`src/rtl/pc_seq_pkg.sv`:
```
// Shared definitions for the instruction-fetch sequencer: FSM states,
// instruction width and the sequential PC increment.
package pc_seq_pkg;

    typedef enum logic [1:0] {
        FETCH = 2'd0,
        ISSUE = 2'd1,
        EXEC  = 2'd2,
        HALT  = 2'd3
    } seq_state_t;

    localparam int unsigned         INSTR_W = 32;
    localparam logic [INSTR_W-1:0] PC_INC  = 32'd4;

    // Word-align an address by clearing its two low bits.
    function automatic logic [INSTR_W-1:0] align_word(input logic [INSTR_W-1:0] addr);
        return addr & ~INSTR_W'(3);
    endfunction

endpackage

```
`src/rtl/program_counter_adder.sv`:
```
// Sequential-PC adder: 32-bit modulo sum of the current PC and the increment.
module program_counter_adder
    import pc_seq_pkg::*;
(
    input  logic [INSTR_W-1:0] pc,
    input  logic [INSTR_W-1:0] inc,
    output logic [INSTR_W-1:0] sum
);

    assign sum = pc + inc;

endmodule

```
`src/rtl/pc_fetch_sequencer.sv`:
```
// Multi-cycle fetch sequencer: owns the PC, runs the imem handshake and selects the next PC.
// Optional fetch-wait timeout enabled by defining PC_SEQ_TIMEOUT_EN.
module pc_fetch_sequencer
    import pc_seq_pkg::*;
#(
    parameter logic [INSTR_W-1:0] RESET_VECTOR   = 32'h0000_0000,
    parameter int unsigned        TIMEOUT_CYCLES = 16
) (
    input  logic               clk,
    input  logic               reset,
    output logic               imem_req,
    output logic [INSTR_W-1:0] imem_addr,
    input  logic               imem_ack,
    input  logic [INSTR_W-1:0] imem_rdata,
    output logic [INSTR_W-1:0] instr,
    output logic               instr_valid,
    input  logic               exec_done,
    input  logic               branch_taken,
    input  logic [INSTR_W-1:0] branch_target,
    input  logic               jump,
    input  logic [INSTR_W-1:0] jump_target,
    input  logic               halt,
    output logic [INSTR_W-1:0] pc,
    output logic               halted,
    output logic               fetch_error
);

    seq_state_t         state, state_nx;
    logic [INSTR_W-1:0] pc_q, pc_nx, pc_plus4, instr_q;
    logic               req_q, req_nx, halted_q, halted_nx;
    logic               instr_load, ack_ok, timeout_hit;

    program_counter_adder u_pc_adder (
        .pc  (pc_q),
        .inc (PC_INC),
        .sum (pc_plus4)
    );

    // imem_req is registered so it is low during reset and rises on the first edge after release;
    // an ack is only accepted once the request is actually visible.
    assign ack_ok = (state == FETCH) && req_q && imem_ack;

`ifdef PC_SEQ_TIMEOUT_EN
    localparam int unsigned CNT_W = $clog2(TIMEOUT_CYCLES + 1);
    logic [CNT_W-1:0] wait_cnt;
    logic             err_q;

    assign timeout_hit = (state == FETCH) && req_q && !imem_ack
                         && (wait_cnt == CNT_W'(TIMEOUT_CYCLES));

    always_ff @(posedge clk or posedge reset) begin
        if (reset) begin
            wait_cnt <= '0;
            err_q    <= 1'b0;
        end else begin
            if (state != FETCH)
                wait_cnt <= '0;
            else if (req_q && !imem_ack && !timeout_hit)
                wait_cnt <= wait_cnt + 1'b1;
            if (timeout_hit)
                err_q <= 1'b1;
        end
    end

    assign fetch_error = err_q;
`else
    // Without the timeout the limit has no effect; the parameter stays for interface compatibility.
    assign timeout_hit = (TIMEOUT_CYCLES == 0) && 1'b0;
    assign fetch_error = 1'b0;
`endif

    always_comb begin
        state_nx   = state;
        pc_nx      = pc_q;
        halted_nx  = halted_q;
        instr_load = 1'b0;
        case (state)
            FETCH: begin
                if (ack_ok) begin
                    instr_load = 1'b1;
                    state_nx   = ISSUE;
                end else if (timeout_hit) begin
                    state_nx  = HALT;
                    halted_nx = 1'b1;
                end
            end
            ISSUE: state_nx = EXEC;
            EXEC: begin
                if (exec_done) begin
                    if (halt) begin
                        state_nx  = HALT;
                        halted_nx = 1'b1;
                    end else begin
                        state_nx = FETCH;
                        if (jump)
                            pc_nx = align_word(jump_target);
                        else if (branch_taken)
                            pc_nx = align_word(branch_target);
                        else
                            pc_nx = pc_plus4;
                    end
                end
            end
            default: state_nx = HALT;
        endcase
        req_nx = (state_nx == FETCH);
    end

    always_ff @(posedge clk or posedge reset) begin
        if (reset) begin
            state    <= FETCH;
            pc_q     <= align_word(RESET_VECTOR);
            instr_q  <= '0;
            req_q    <= 1'b0;
            halted_q <= 1'b0;
        end else begin
            state    <= state_nx;
            pc_q     <= pc_nx;
            req_q    <= req_nx;
            halted_q <= halted_nx;
            if (instr_load)
                instr_q <= imem_rdata;
        end
    end

    assign imem_req    = req_q;
    assign imem_addr   = pc_q;
    assign pc          = pc_q;
    assign instr       = instr_q;
    assign instr_valid = (state == ISSUE);
    assign halted      = halted_q;

endmodule

```
`config.mk`:
```
export PLATFORM = sky130hd
export DESIGN_NAME = pc_fetch_sequencer
export DESIGN_NICKNAME = d
export VERILOG_FILES = /design/src/rtl/pc_seq_pkg.sv /design/src/rtl/program_counter_adder.sv /design/src/rtl/pc_fetch_sequencer.sv
export SDC_FILE = /design/constraint.sdc
export NUM_CORES = 1
export LEC_CHECK = 0
export ABC_CLOCK_PERIOD_IN_PS = 4000
export CORE_MARGIN = 3
export CORE_UTILIZATION = 30
export DETAILED_ROUTE_END_ITERATION = 10
export REMOVE_ABC_BUFFERS = 1
export SLEW_MARGIN = 20
export SYNTH_ARGS = -nofsm -noshare
export SYNTH_HDL_FRONTEND = slang
export SYNTH_HIERARCHICAL = 1
export SYNTH_SLANG_ARGS = --single-unit
```
`constraint.sdc`:
```
create_clock -name clk -period 4 [get_ports clk]
set_input_delay 0.4 -clock clk [delete_from_list [all_inputs] [get_ports clk]]
set_output_delay 0.4 -clock clk [all_outputs]
set_load 0.02 [all_outputs]
```
==> metrics.csv, run 1 <==
metric,value,unit
first_iter_violations,157,
clkTransAtPathRegs,60,ps
drc_errors,0,
dieArea,18800,um^2
final_area,7440,um^2
ir_drop,0.000355,V
setup-tns-final,0,ps
place_area,7150,um^2
cts-resized-gates,0,
cp.arrival,3310,ps
max_freq,323,MHz
swShare,0.431,
power.clock.fraction,0.141,
seq_area,1700,um^2
synth_edf_count,0,
syn_area_per_cell,9.75,um^2
period_minus_slack,3100,ps
top_layer_used,met4,
die_w,137,um
async_flop_share,1.00,
cp.required,4210,ps
gp_congestion,0.831,
htreeDepth,3,
status,"finished, final reports clean",
drt-met1-wl,6090,um
critPathLaunchType,flip-flop,
synth_cell_types,60,
grt_max_degree,46,
wl,14600,um
layout-drive-gt1-share,0.131,
die_h,137,um
clock_latency,340,ps
floorplan.rows,47,
power_switching,0.00249,W
wire_per_inst,15.6,um
dr_wl_met3,1580,um
ys_seq_area_frac,0.331,
dp_hpwl,11400,um
syn_inst,528,
worst_clock_skew,8.62,ps
num_io_pins,203,
maxCapViolCount,0,
clockBufferDepth,2,
p_leak,3.24,nW
cp-end-kind,flip-flop,
seq_power_share,0.226,
hp-class,flip-flop to flip-flop,
clkSinkCount,68,
start_util,0.308,
clk_root_buffer_cell,clkbuf_16,
grt_pass1_vias,4539,
fin_nets,846,
via_per_inst,4.74,
postCtsHoldBufs,0,
core_area,16700,um^2
multi_input_area,3140,um^2
syn_to_final_growth,44.6,%
finalSetupViolCount,0,
worstMarginPinSlew,1020,ps
ys_warn_count,6,
grt_pass1_wl,23400,um
rsz0062_at_grt,false,
diodes,0,
combPwrFrac,0.633,
drv_slew,0,
grt.total_usage,0.159,
cts_tree,yes,
synth_flop_cell,dfrtp_1,
post-route-period-util,0.775,
met2_length,6790,um
antenna_found_initial,0,
internal-power,0.00329,W
ant_nets,0,
n_fill_cell,1636,
cts_buffers,9,
grt_overflow,0,
postCtsSetupBuffers,0,
hold_viol,0,
num_vias,4432,
first_pass_iters,5,
crit_type,flip-flop to flip-flop,
path_max_fanout,4,
ys_ff_latch,68,
netlist_area,5150,um^2
relSlewSlack,0.319,
power.density,777,nW/um^2
port_buffers,197,
==> final timing paths <==
path,from,to,slack (ps),cells past startpoint
setup / recovery,imem_addr[5],imem_addr[18],900,11
hold / removal,halted,halted,470,1
min in group asynchronous,reset,instr[8],520,2
hold reg to reg,halted,halted,470,1
setup reg to reg,imem_addr[5],imem_addr[18],900,11
max in group asynchronous,reset,instr[15],2670,3
==> cell families after synthesis <==
kind of cell | share of synthesized area
other | 0.00146
AO/OA/AOI/OAI | 0.162
XOR/XNOR | 0.0510
multiplexers | 0.194
buffers and inverters | 0.0841
flip-flops | 0.331
adder cells (fa/ha/maj) | 0.0792
AND/OR/NAND/NOR | 0.0972
==> power by group through the flow <==
stage / Combinational, W / Sequential (W) / Clock (W)
after global placement: 0.00357 / 0.00131 / 0
after CTS: 0.00363 / 0.00132 / 0.000846
after global routing: 0.00400 / 0.00137 / 0.000884
after floorplan: 0.00166 / 0.00183 / 0
after detailed placement: 0.00361 / 0.00133 / 0
final: 0.00366 / 0.00131 / 0.000817
==> through the flow <==
stage / util / worst slack, ps / hold WS, ps / total power (W) / cells
after floorplan: - / 1010 / 535 / 0.00349 / 499
after global placement: 0.428 / 953 / 454 / 0.00488 / 920
after detailed placement: 0.428 / 942 / 462 / 0.00494 / 920
after CTS: 0.446 / 902 / 477 / 0.00580 / 936
after global routing: 0.446 / 687 / 505 / 0.00625 / 936
final: 0.446 / 902 / 474 / 0.00579 / 936
==> Yosys cell counts, types with 2 or more instances <==
| library cell | n | area share |
|---|---|---|
| clkbuf_2 | 2 | 0.0019 |
| inv_1 | 9 | 0.0066 |
| a211o_1 | 2 | 0.0034 |
| clkbuf_1 | 11 | 0.0080 |
| o21bai_1 | 3 | 0.0044 |
| a21o_1 | 13 | 0.019 |
| and4_1 | 2 | 0.0034 |
| a311oi_2 | 2 | 0.0058 |
| conb_1 | 2 | 0.0015 |
| buf_6 | 4 | 0.0087 |
| xnor2_1 | 18 | 0.031 |
| mux2_1 | 2 | 0.0044 |
| o21a_1 | 3 | 0.0044 |
| a31oi_1 | 4 | 0.0049 |
| nand2_1 | 56 | 0.041 |
| dfrtp_1 | 68 | 0.33 |
| and3_1 | 4 | 0.0049 |
| and2_1 | 2 | 0.0024 |
| a311oi_1 | 2 | 0.0034 |
| nand3_1 | 6 | 0.0058 |
| nor3_1 | 4 | 0.0039 |
| nor2_1 | 23 | 0.017 |
| xor2_1 | 12 | 0.020 |
| mux2_2 | 60 | 0.13 |
| a211oi_1 | 2 | 0.0029 |
| a21oi_1 | 26 | 0.025 |
| buf_4 | 33 | 0.048 |
| o31ai_1 | 2 | 0.0029 |
| ha_1 | 31 | 0.075 |
| nand4_1 | 5 | 0.0061 |
| nor2b_1 | 2 | 0.0024 |
| o21ai_0 | 45 | 0.044 |
| buf_2 | 11 | 0.011 |
| mux2i_1 | 30 | 0.058 |
| a31o_2 | 2 | 0.0034 |
==> layout make-up <==
| cell class | instances | area share |
|---|---|---|
| Sequential cell | 68 | 0.229 |
| Timing Repair Buffer | 201 | 0.268 |
| Clock inverter | 7 | 0.00975 |
| Clock buffer | 9 | 0.0303 |
| Tap cell | 220 | 0.0370 |
| Inverter | 9 | 0.00471 |
| Multi-Input combinational cell | 422 | 0.422 |
==> placed cells by master (no fill, tap or decap), types with 2 or more instances in the layout <==
master,n
a211oi_1,2
a31oi_1,4
clkinv_2,3
o21a_1,3
a31o_2,2
a211o_1,2
clkinvlp_4,2
and2_1,2
nand4_1,5
a311oi_2,2
mux2_2,60
xnor2_1,18
inv_6,2
nor2b_1,2
a21o_1,13
ha_1,31
nor3_1,4
nor2_1,23
clkdlybuf4s50_1,196
o21bai_1,3
mux2i_1,30
and4_1,2
clkbuf_16,9
o31ai_1,2
inv_1,8
mux2_1,2
and3_1,4
a21oi_1,26
o21ai_0,45
nand3_1,6
a311oi_1,2
nand2_1,56
conb_1,34
dfrtp_1,68
xor2_1,12
buf_4,4
==> layer usage <==
layer,up-vias,GRT usage
met4,0,0.0366
met5,-,0
met3,10,0.0757
li1,2215,-
met2,163,0.259
met1,2044,0.190
==> flip-flops by register name (all words and copies together) (netlist names) <==
register,count
state,2
imem_req,1
instr,32
imem_addr,32
halted,1
==> critical path, cell delays in order (launching register included) <==
cell and delay [ps]:
dfrtp_1 420, ha_1 390, and3_1 220, a221oi_4 330, o211ai_2 210, a31o_2 310, a31oi_1 310, o21ai_0 160
xor2_1 160, mux2_2 260, mux2i_1 110, o21ai_0 90
(Power assumes the default switching activity.)
==> inputs of run 2 (changes only) <==
--- a/config.mk
+++ b/config.mk
@@ -5,7 +5,7 @@
 export SDC_FILE = /design/constraint.sdc
 export NUM_CORES = 1
 export LEC_CHECK = 0
-export ABC_CLOCK_PERIOD_IN_PS = 4000
+export ABC_CLOCK_PERIOD_IN_PS = 3120
 export CORE_MARGIN = 3
 export CORE_UTILIZATION = 30
 export DETAILED_ROUTE_END_ITERATION = 10
==> constraint.sdc (replaced) <==
create_clock -name clk -period 3.12 [get_ports clk]
set_input_delay 0.312 -clock clk [delete_from_list [all_inputs] [get_ports clk]]
set_output_delay 0.312 -clock clk [all_outputs]
set_load 0.02 [all_outputs]
==> metrics.csv, run 2 (synthesis results as in run 1) <==
metric,value,unit
status,"finished, final reports clean",
syn_to_final_growth,47.0,%
ir_drop,0.000516,V
worst_hold_slack,410,ps
worst_clock_skew,7.84,ps
cts_buffers,9,
hp-class,input port to asynchronous set/reset pin,
grt_pass1_vias,4616,
final_cell_mix,"clkdlybuf4s50_1 (196), dfrtp_1 (68), mux2_2 (60), nand2_1 (56), o21ai_0 (44)",
dieArea,18800,um^2
grt_overflow,0,
clock_latency,340,ps
diodes,0,
relSlewSlack,0.312,
critPathLaunchType,flip-flop,
finalSetupViolCount,0,
n_fill_cell,1579,
fin_nets,849,
hold_viol,0,
cts_tree,yes,
clkTransAtPathRegs,60,ps
p_leak,3.31,nW
power.total,0.00773,W
cp-end-kind,flip-flop,
first_pass_iters,4,
layout-drive-gt1-share,0.135,
period_minus_slack,2960,ps
place_area,7170,um^2
via_per_inst,4.81,
core_area,16700,um^2
clk_root_buffer_cell,clkbuf_16,
postCtsHoldBufs,0,
ant_nets,0,
grt_max_degree,65,
mostFrequentLayoutCell,clkdlybuf4s50_1,
floorplan.rows,47,
clkSinkCount,68,
die_w,137,um
maxCapViolCount,0,
final_area,7570,um^2
htreeDepth,3,
crit_type,flip-flop to flip-flop,
grt.total_usage,0.161,
wl,15000,um
cp.arrival,3160,ps
fin_util,0.453,
drc_errors,0,
cp.required,3320,ps
wire_per_inst,16.0,um
clockBufferDepth,2,
first_iter_violations,144,
worstMarginPinSlew,1030,ps
drv_slew,0,
post-route-period-util,0.949,
power.density,1020,nW/um^2
path_max_fanout,5,
gp_congestion,0.813,
die_h,137,um
max_freq,338,MHz
antenna_found_initial,0,
num_io_pins,203,
num_vias,4511,
grt_pass1_wl,23700,um
start_util,0.308,
dp_hpwl,11500,um
port_buffers,197,
==> run 2: changes by cell type in the layout (fill, tap and decap cells not counted), moves of 2 or more <==
cell	delta
bufinv_16	+3
clkinvlp_4	-2
inv_6	-2
clkinv_2	-3
clkbuf_8	+2
buf_4	+2
==> run 2: repair_timing <==
action | 4_1_cts | 5_1_grt
endpoints found under the setup margin | 0 | 7
buffers inserted | 0 | 1
resized for setup | 0 | 4
==> run 2: cell type report <==
type                            instances  area [um^2]  area share
Timing Repair Buffer                  204         2030       0.268
Clock buffer                           11          253      0.0334
Inverter                                9         33.8     0.00446
Sequential cell                        68         1700       0.225
Multi-Input combinational cell        422         3150       0.417
Clock inverter                          4          120      0.0159
Tap cell                              220          275      0.0364
==> run 2: per-stage QoR <==
step                      TNS, ps  setup slack (ps)  std cells
after CTS                       0              58.1        937
final                           0               158        938
after global placement          0              92.1        922
after detailed placement        0              65.1        922
after global routing        -7.15             -7.15        938
after floorplan                 0               126        499
==> run 2: power by group <==
| group | internal, W | switching [W] | total, W | leakage [nW] |
|---|---|---|---|---|
| clock | 0.000901 | 0.000398 | 0.00130 | 0.182 |
| combinational | 0.00233 | 0.00241 | 0.00475 | 2.29 |
| sequential | 0.00129 | 0.000392 | 0.00169 | 0.839 |
| total | 0.00453 | 0.00320 | 0.00773 | 3.31 |
==> run 2: path summary, 6_finish.rpt <==
| path | from | endpoint | slack [ps] | depth (start not counted) |
|---|---|---|---|---|
| max | imem_addr[4] | imem_addr[21] | 160 | 10 |
| min | reset | instr[26] | 410 | 2 |
| max reg2reg | imem_addr[4] | imem_addr[21] | 160 | 10 |
| min reg2reg | halted | halted | 470 | 1 |
| max in group asynchronous | reset | imem_addr[14] | 2040 | 3 |
| min in group clk | halted | halted | 470 | 1 |
==> run 2: layer usage <==
layer	vias to the layer above	wire, um	track usage
li1	2206	-	-
met1	2116	6270	0.192
met2	176	7060	0.266
met3	13	1520	0.0699
met4	0	144	0.0382
met5	-	0	0
==> run 2: critical path, cell delays in order, from the launching register on <==
cell      delay (ps)
dfrtp_1          410
ha_1             370
a31o_2           270
o21bai_1         260
a21oi_1          220
and3_1           270
o41a_1           400
xor2_1           150
mux2_2           260
mux2i_1          110
o21ai_0           90
==> inputs of run 3 (changes only) <==
--- a/config.mk
+++ b/config.mk
@@ -9,6 +9,7 @@
 export CORE_MARGIN = 3
 export CORE_UTILIZATION = 30
 export DETAILED_ROUTE_END_ITERATION = 10
+export MAX_ROUTING_LAYER = met4
 export REMOVE_ABC_BUFFERS = 1
 export SLEW_MARGIN = 20
 export SYNTH_ARGS = -nofsm -noshare
==> metrics.csv, run 3 (synthesis results as in run 1) <==
metric,value,unit
status,"finished, final reports clean",
cts_buffers,9,
worst_clock_skew,6.40,ps
reg2regPathDepth,10,
grt_max_degree,65,
cts_tree,yes,
r2r_slack,160,ps
clock_latency,340,ps
clockBufferDepth,2,
diodes,0,
rr_startpoint,imem_addr[4],
power.total,0.00774,W
layout-drive-gt1-share,0.135,
drv_slew,0,
wire_per_inst,16.0,um
clk_root_buffer_cell,clkbuf_16,
ir_drop,0.000518,V
grt_overflow,0,
fin_cells,938,
postCtsHoldBufs,0,
cp.arrival,3160,ps
mostFrequentLayoutCell,clkdlybuf4s50_1,
cp-end-kind,flip-flop,
dp_cells,922,
relSlewSlack,0.314,
grt_pass1_vias,4646,
power.density,1020,nW/um^2
dr_wl_met3,1160,um
cp.required,3320,ps
htreeDepth,3,
gp_congestion,0.825,
syn_to_final_growth,47.0,%
crit_type,flip-flop to flip-flop,
die_w,137,um
floorplan.rows,47,
maxCapViolCount,0,
top_layer_used,met4,
port_buffers,197,
post-route-period-util,0.950,
drc_errors,0,
path_max_fanout,5,
max_freq,337,MHz
num_vias,4535,
met2_length,7060,um
start_util,0.308,
final_cell_mix,"clkdlybuf4s50_1 (196), dfrtp_1 (68), mux2_2 (60), nand2_1 (56), o21ai_0 (44)",
finalSetupViolCount,0,
ant_nets,0,
via_per_inst,4.83,
antenna_found_initial,0,
dp_hpwl,11500,um
drt-met1-wl,6610,um
first_iter_violations,142,
grt_pass1_wl,23600,um
fin_nets,849,
hp-class,input port to asynchronous set/reset pin,
dieArea,18800,um^2
grt.total_usage,0.165,
num_io_pins,203,
r2r-end,imem_addr[21],
period_minus_slack,2960,ps
clkSinkCount,68,
wl,15000,um
hold_viol,0,
p_leak,3.31,nW
die_h,137,um
clkTransAtPathRegs,60,ps
critPathLaunchType,flip-flop,
first_pass_iters,4,
core_area,16700,um^2
worstMarginPinSlew,1030,ps
-- run 3: stage by stage --
stage	instance area (um^2)	worst slack, ps	hold slack (ps)	setup TNS [ps]	util
global placement	7170	92.1	456	0	0.430
finish	7570	156	406	0	0.453
CTS	7550	58.1	435	0	0.452
global route	7570	-7.27	467	-7.27	0.453
floorplan	4870	126	447	0	-
detailed placement	7170	65.1	467	0	0.430
-- run 3: worst max path at each step --
stage,startpoint,to,cells after the start
floorplan,imem_addr[5],imem_addr[18],11
global placement,imem_addr[4],imem_addr[18],11
detailed placement,imem_addr[4],imem_addr[31],10
CTS,imem_addr[4],imem_addr[18],11
global route,imem_addr[4],imem_addr[18],11
finish,imem_addr[4],imem_addr[21],10
-- run 3: metal layers --
metal | up-vias | GRT usage
met5 | - | -
met4 | 0 | 0.0499
met3 | 15 | 0.0449
met2 | 175 | 0.267
met1 | 2140 | 0.202
li1 | 2205 | -
-- run 3: final cells by class --
| class | instances | area (um^2) |
|---|---|---|
| Clock inverter | 4 | 120 |
| Tap cell | 220 | 275 |
| Multi-Input combinational cell | 422 | 3150 |
| Fill cell | 1579 | 9130 |
| Clock buffer | 11 | 253 |
| Sequential cell | 68 | 1700 |
| Timing Repair Buffer | 204 | 2030 |
| Inverter | 9 | 33.8 |
-- run 3: timing repair --
item / CTS / global route
setup endpoints to repair: 0 / 7
buffers inserted: 0 / 1
resized for setup: 0 / 4
-- run 3: power breakdown --
part	switching [W]	internal (W)
clock network	0.000402	0.000901
logic	0.00242	0.00233
registers	0.000395	0.00129
total	0.00321	0.00453
-- run 3: worst max-delay path, stage by stage, from the launching register on --
cell and delay (ps):
dfrtp_1 410, ha_1 370, a31o_2 270, o21bai_1 260, a21oi_1 220, and3_1 270, o41a_1 400, xor2_1 150
mux2_2 260, mux2i_1 110, o21ai_0 90
